$ cat config.mk
export PLATFORM = sky130hd
export DESIGN_NAME = cla_serial_add_ctrl
export DESIGN_NICKNAME = d
export VERILOG_FILES = /design/src/rtl/cla_serial_add_ctrl.sv
export SDC_FILE = /design/constraint.sdc
export NUM_CORES = 1
export LEC_CHECK = 0
export CORE_ASPECT_RATIO = 1.25
export CORE_MARGIN = 2
export CORE_UTILIZATION = 29
export DETAILED_ROUTE_END_ITERATION = 8
export DONT_BUFFER_PORTS = 1
export SLEW_MARGIN = 20
export SYNTH_ARGS = -nofsm -noshare
export SYNTH_HDL_FRONTEND = slang
export SYNTH_SLANG_ARGS = --single-unit
$ cat constraint.sdc
create_clock -name clk -period 5.9 [get_ports clk]
set_input_delay 1.475 -clock clk [delete_from_list [all_inputs] [get_ports clk]]
set_output_delay 1.475 -clock clk [all_outputs]
set_load 0.02 [all_outputs]
$ cat src/rtl/cla_serial_add_ctrl.sv
// Digit-serial 28-bit adder: one 4-bit carry-lookahead slice reused over 7 cycles,
// with valid/ready handshakes on the operand and result sides.
module cla_serial_add_ctrl #(
    parameter int WIDTH = 28,
    parameter int SLICE = 4
) (
    input  logic             clk,
    input  logic             rst,
    input  logic             in_valid,
    output logic             in_ready,
    input  logic [WIDTH-1:0] in_a,
    input  logic [WIDTH-1:0] in_b,
    input  logic             in_cin,
    output logic             out_valid,
    input  logic             out_ready,
    output logic [WIDTH-1:0] out_sum,
    output logic             out_cout,
    output logic             out_ovf,
    output logic             busy
);

    localparam int NSLICE = WIDTH / SLICE;
    localparam int IDXW   = (NSLICE > 1) ? $clog2(NSLICE) : 1;
    localparam logic [IDXW-1:0] LAST = IDXW'(NSLICE - 1);

    typedef enum logic [1:0] {IDLE, RUN, DONE} state_t;

    state_t           state, state_nxt;
    logic [WIDTH-1:0] opa, opb, sum_r;
    logic [IDXW-1:0]  idx;
    logic             carry, cout_r, ovf_r;
    logic [SLICE-1:0] nib_a, nib_b, nib_s;
    logic             nib_c3, nib_c4;

    // Returns {c4, c3, sum}; c3 is kept so the final pass can report signed overflow.
    function automatic logic [SLICE+1:0] cla4(input logic [SLICE-1:0] a,
                                              input logic [SLICE-1:0] b,
                                              input logic             cin);
        logic [SLICE-1:0] p, g;
        logic [SLICE:0]   c;
        p    = a | b;
        g    = a & b;
        c[0] = cin;
        for (int k = 0; k < SLICE; k++) c[k+1] = g[k] | (p[k] & c[k]);
        return {c[SLICE], c[SLICE-1], (p & ~g) ^ c[SLICE-1:0]};
    endfunction

    always_comb begin
        nib_a = '0;
        nib_b = '0;
        for (int k = 0; k < NSLICE; k++) begin
            if (idx == IDXW'(k)) begin
                nib_a = opa[k*SLICE +: SLICE];
                nib_b = opb[k*SLICE +: SLICE];
            end
        end
        {nib_c4, nib_c3, nib_s} = cla4(nib_a, nib_b, carry);
    end

    always_ff @(posedge clk) begin
        if (rst) state <= IDLE;
        else     state <= state_nxt;
    end

    always_comb begin
        state_nxt = state;
        in_ready  = 1'b0;
        out_valid = 1'b0;
        busy      = 1'b1;
        case (state)
            IDLE: begin
                in_ready = 1'b1;
                busy     = 1'b0;
                if (in_valid) state_nxt = RUN;
            end
            RUN: begin
                if (idx == LAST) state_nxt = DONE;
            end
            DONE: begin
                out_valid = 1'b1;
                if (out_ready) state_nxt = IDLE;
            end
            default: state_nxt = IDLE;
        endcase
    end

    // Operand capture on the accept edge; operands need no reset.
    always_ff @(posedge clk) begin
        if (state == IDLE && in_valid) begin
            opa <= in_a;
            opb <= in_b;
        end
    end

    always_ff @(posedge clk) begin
        if (rst) begin
            idx    <= '0;
            carry  <= 1'b0;
            sum_r  <= '0;
            cout_r <= 1'b0;
            ovf_r  <= 1'b0;
        end else begin
            case (state)
                IDLE: begin
                    if (in_valid) begin
                        idx   <= '0;
                        carry <= in_cin;
                    end
                end
                RUN: begin
                    carry <= nib_c4;
                    for (int k = 0; k < NSLICE; k++) begin
                        if (idx == IDXW'(k)) sum_r[k*SLICE +: SLICE] <= nib_s;
                    end
                    if (idx == LAST) begin
                        idx    <= '0;
                        cout_r <= nib_c4;
                        ovf_r  <= nib_c3 ^ nib_c4;
                    end else begin
                        idx <= idx + IDXW'(1);
                    end
                end
                default: ;
            endcase
        end
    end

    assign out_sum  = sum_r;
    assign out_cout = cout_r;
    assign out_ovf  = ovf_r;

endmodule

# [Word level (Yosys, flattened, before mapping)]
# Cells that the tools add are included.
# Widths: inputs -> output; s select.
[op_classes] magnitude_cmp=0 n_reduce_logical=13 n_addsub=1 n_div=0 bitwise=14 n_eq_ne=11 n_mux=26 shifts=0 mul=0
[ops] operator="$mux 4" n=14
[ops] operator="$reduce_and 2->1" n=8
[ops] operator="$eq 3x3->1 const B" n=3
[ops] operator="$and 4x4->4" n=2
[ops] operator="$eq 3x2->1 const B" n=2
[ops] operator="$mux 2" n=3
[ops] operator="$mux 3" n=2
[ops] operator="$ne 2x2->1 const B" n=3
[ops] operator="$pmux 2 s3" n=1
[ops] operator="$pmux 3 s2" n=1
[ops] operator="$and 1x1->1" n=4
[ops] operator="$mux 1" n=4
[ops] operator="$not 4->4" n=1
[ops] operator="$or 1x1->1" n=4
[ops] operator="$or 4x4->4" n=1
[ops] operator="$xor 4x4->4" n=1
[ops] operator="$add 3x1->3 const B" n=1
[ops] operator="$eq 3x1->1 const B" n=1
[ops] operator="$logic_not 3->1" n=1
[ops] operator="$reduce_and 3->1" n=1
[ops] operator="$eq 2x1->1 const B" n=1
[ops] operator="$eq 2x2->1 const B" n=1
[ops] operator="$logic_not 2->1" n=1
[ops] operator="$pmux 1 s2" n=1
[ops] operator="3 further kinds" n=3
[word_totals] n_memories=0 inputBits=61 mem_bits_ro=0 ff_bits=92 output_inout_bits=33 latchBits=0 ram_bits=0

# [Logic depth before layout (Yosys ltp)]
[depth] word_depth=18 mapped_depth=18

# [Worst setup path before layout]
# No wires, ideal clock.
[synth_path] path_kind="register -> register" startpoint="register idx[1]" endpoint="register sum_r[11], in the netlist out_sum[11]" required_ns=5.772 slack_ns=2.502 arrival_time_ns=3.270 n_path_buf=2 path_stages_with_launch=17 path_cell_list="dfxtp_1 buf_2 and2_1 ha_1 buf_2 nor2_1 nand3_1 a22o_1 fa_1 inv_1 fa_1 inv_1 fa_1 inv_1 fa_1 mux2i_1 nor2_1"
[synth_between] elab_chain_cells=16 elab_cells_between_ends=33 classes_between="eq/ne: 6; mux: 14; bitwise: 11; reduce/logical: 2"
[synth_lines] element="start, declared" line="30" rtl="logic [IDXW-1:0] idx;"
[synth_lines] element="start signal, assigned" line="120" rtl="idx <= idx + IDXW'(1);"
[synth_lines] element="$logic_not 3->1" line="52" rtl="if (idx == IDXW'(k)) begin"
[synth_lines] element="$mux 4 (7 in a row)" line="52"
[synth_lines] element="$or 4x4->4" line="41" rtl="p = a | b;"
[synth_lines] element="$and 1x1->1" line="44" rtl="for (int k = 0; k < SLICE; k++) c[k+1] = g[k] | (p[k] & c[k]);"
[synth_lines] element="$or 1x1->1" line="44"
[synth_lines] element="$and 1x1->1" line="44"
[synth_lines] element="$or 1x1->1" line="44"
[synth_lines] element="$and 1x1->1" line="44"
[synth_lines] element="$or 1x1->1" line="44"
[synth_lines] element="$xor 4x4->4 (*)" line="45" rtl="return {c[SLICE], c[SLICE-1], (p & ~g) ^ c[SLICE-1:0]};"
[synth_lines] element="via nib_s[3]" line="32" rtl="logic [SLICE-1:0] nib_a, nib_b, nib_s;"
[synth_lines] element="end signal, assigned by index" line="113" rtl="if (idx == IDXW'(k)) sum_r[k*SLICE +: SLICE] <= nib_s;"
[synth_lines] element="end, declared" line="29" rtl="logic [WIDTH-1:0] opa, opb, sum_r;"
# Mark *: on every way through the listed nets, which the timed path passes. The rest lies on a longest branch.
# A chain may end at the register's enable or synchronous reset.

# [Worst setup path after layout]
[layout_path] startpoint="register idx[2]" endpoint="register sum_r[15], in the netlist out_sum[15]"
# Same word-level chain as after synthesis.

==> key figures <==
Outcome
  • Run status: finished clean

Synthesis
  • YS warnings: 0
  • XOR/XNOR Fraction of Synth Area: 0.2306%
  • Mux contribution to synthesized area: 5.437%
  • Synth Flop Type: edfxtp_1
  • Netlist cell types: 40
  • Simple-gate share of the synthesized area: 11.43%
  • Main combinational cell family by area after synthesis: compound AO/OA/AOI/OAI gates
  • Synth Instances: 318
  • Seq/Total Area, Yosys: 63.26%
  • Synth Area per Inst: 11.94 µm²
  • Seq cells post-synth: 92
  • Synth Area in Compound Gates: 12.29%
  • Ys async rst share: 0%
  • Post-synth net total: 384
  • Post-Synthesis Cell Area: 3797 µm²
  • Post-synthesis adder-cell area fraction: 2.438%
  • Number of synthesized flops with an enable pin: 56

Clock network
  • Clk_lat worst skew: 0.34 ns
  • Clock Tree Buf Depth: 2
  • CTS buffer count: 9
  • Cts hold-fix bufs: 0
  • CTS H-tree depth: 3
  • CTS tree: yes
  • Setup Fix Bufs, Post-CTS: 0
  • CTS clk-pin slew, worst paths: 0.07 ns
  • Quantity of gates resized following cts: 0
  • CTS root buffer: clkbuf_16
  • Sink Count: 92

GRT
  • First-pass GRT wire length: 12810 µm
  • Remaining Overflow, GRT: 0
  • Vias in the first global route: 2339
  • Tot GR Track Use: 12.29%
  • Initial antenna violation count: 1
  • Largest net degree at the start of global routing: 57

Timing
  • Total Neg Setup Slack: 0 ns
  • Final worst setup slack: 1.882 ns
  • Slew HR: 52.22%
  • RSZ-0062 raised after global routing: no
  • Period Utilization, post-route: 68.09%
  • Worst Skew: 0.005624 ns
  • Setup-failing EPs final: 0
  • Fmax: 248.9 MHz
  • Post-layout min period: 4.018 ns
  • Worst slew pin tran: 0.7166 ns
  • Fin. Hold Viols: 0
  • Slew Limit Fails: 0

Die
  • Rows: 46
  • Die Area: 14030 µm²
  • Die W: 106.4 µm
  • Die height: 131.9 µm
  • Core area: 12720 µm²
  • Starting density of the core: 29.85%
  • Io pins: 94

Power
  • P_leak: 1.421 nW
  • Register share of total power: 51.0%
  • Clock network power share: 39.8%
  • Sw Share: 24.78%
  • Part of the power in combinational logic: 9.2%
  • Pwr Density: 342.0 nW/µm²
  • P_int: 1.080 mW
  • Sw Pwr: 355.8 µW
  • Maximum vdd ir drop: 179.1 µV

Finish
  • Layout cell share with drive strength beyond 1: 7.987%
  • Most frequent cells in the layout: 56 x edfxtp_1, 38 x nor2_1, 36 x dfxtp_1
  • Fin cells: 481
  • Nets: 374
  • Commonest non-fill, non-tap cell in the layout: edfxtp_1
  • Final antenna diode count: 0
  • Area delta synth->final: 10.54%

Drt
  • Number of detailed-route iterations in the first pass: 4
  • Post-DR wirelength/cell: 17.43 µm
  • Via/cell ratio: 4.767
  • # DRC: 0
  • Initial drt markers: 130
  • Via count: 2293
  • Drt total wl: 8383 µm
  • Routed Antenna Nets: 0

Critical path
  • Crit. End Element: flop
  • Critical path arrival: 4.25 ns
  • R2R cell count: 14
  • WS Path Type: flop to flop
  • CP required: 6.13 ns
  • Startpoint Class: flop
  • Crit path max fanout: 16

Placement
  • Cells after DPL: 465
  • PortBufs: 0
  • GP Congestion: 0.8810
  • Hpwl dp: 5962 µm
  • Place WS: 1.908 ns

Min path
  • Worst hold path type: flop to flop
  • WHS Path Cells: 2

Job
  • # Max-Cap Violations: 0
[critical path, cell delays in order, from the launching register on]
cell and delay (ns):
dfxtp_1 0.66, inv_2 0.18, ha_1 0.36, nor2_1 0.38, nand3_1 0.14, a22o_1 0.28
fa_1 0.37, inv_1 0.08, fa_1 0.16, inv_1 0.05, fa_1 0.40, inv_1 0.09
fa_1 0.53, mux2i_1 0.18, nor2_1 0.06
[state kept, by name (all words and copies together) (netlist names)]
| register | count |
|---|---|
| opa | 28 |
| opb | 28 |
| out_sum | 28 |
| idx | 3 |
| state | 2 |
| carry | 1 |
| out_cout | 1 |
| out_ovf | 1 |
[cell families after synthesis]
kind of cell,after synthesis
XOR/XNOR,1
adder cells (fa/ha/maj),5
flip-flops,92
multiplexers,20
AO/OA/AOI/OAI,74
AND/OR/NAND/NOR,88
buffers and inverters,38
[final cells by class]
class | count | area [µm²]
clock inverter | 6 | 50.05
sequential | 92 | 2402
multi-input combinational | 188 | 1210
tap | 168 | 210.2
fill | 1265 | 8522
clock buffer | 10 | 250.2
inverter | 14 | 52.55
timing repair buffer | 3 | 22.52
[final timing paths]
kind / startpoint / endpoint / slack (ns)
max: idx[2]$_SDFFE_PP0P_ / out_sum[15]$_SDFFE_PP0P_ / 1.88
min: carry$_SDFFE_PP0P_ / carry$_SDFFE_PP0P_ / 0.52
max reg2reg: idx[2]$_SDFFE_PP0P_ / out_sum[15]$_SDFFE_PP0P_ / 1.88
min reg2reg: carry$_SDFFE_PP0P_ / carry$_SDFFE_PP0P_ / 0.52
[power by group through the flow]
stage               Clock (mW)  Combinational (mW)  Sequential [mW]
floorplan                    0               0.101            0.743
global placement             0               0.132            0.747
detailed placement           0               0.133            0.747
CTS                      0.592               0.133            0.733
global route             0.613               0.146            0.736
finish                   0.571               0.132            0.733
[metal layers]
metal / up-vias / wire length (µm) / GRT usage (%)
li1: 1118 / - / -
met1: 1079 / 3365 / 13.56
met2: 82 / 4196 / 20.66
met3: 12 / 650 / 4.993
met4: 2 / 157 / 5.482
met5: - / 13 / 0
[stage by stage]
stage | hold slack (ns) | instance area [µm²] | power [mW] | utilization [%]
after floorplan | 0.4747 | 3797 | 0.8441 | -
after global placement | 0.5167 | 3897 | 0.8786 | 30.64
after detailed placement | 0.5127 | 3897 | 0.8806 | 30.64
after CTS | 0.5242 | 4198 | 1.458 | 33.00
after global routing | 0.5745 | 4198 | 1.496 | 33.00
final | 0.5236 | 4198 | 1.436 | 33.00
[Yosys cell counts, types with 3 or more instances]
library cell  instances  area share [%]
and3b_1               3            0.69
mux2_1                5             1.5
edfxtp_1             56              44
nand3_1               6            0.79
a21oi_1              20             2.6
o22ai_1               6            0.99
buf_2                11             1.4
dfxtp_1              36              19
o21ai_0               7            0.92
buf_4                 6             1.2
nand2b_1              9             1.5
fa_1                  4             2.1
mux2i_1              15             4.0
a22oi_1               5            0.99
nor2b_1               3            0.49
o21ai_1              10             1.3
nor2_1               38             3.8
nand2_1              17             1.7
clkbuf_1              6            0.59
and3_1                4            0.66
a211oi_1             16             3.2
inv_1                12             1.2
Note: power is estimated with default switching activity, not from simulation.
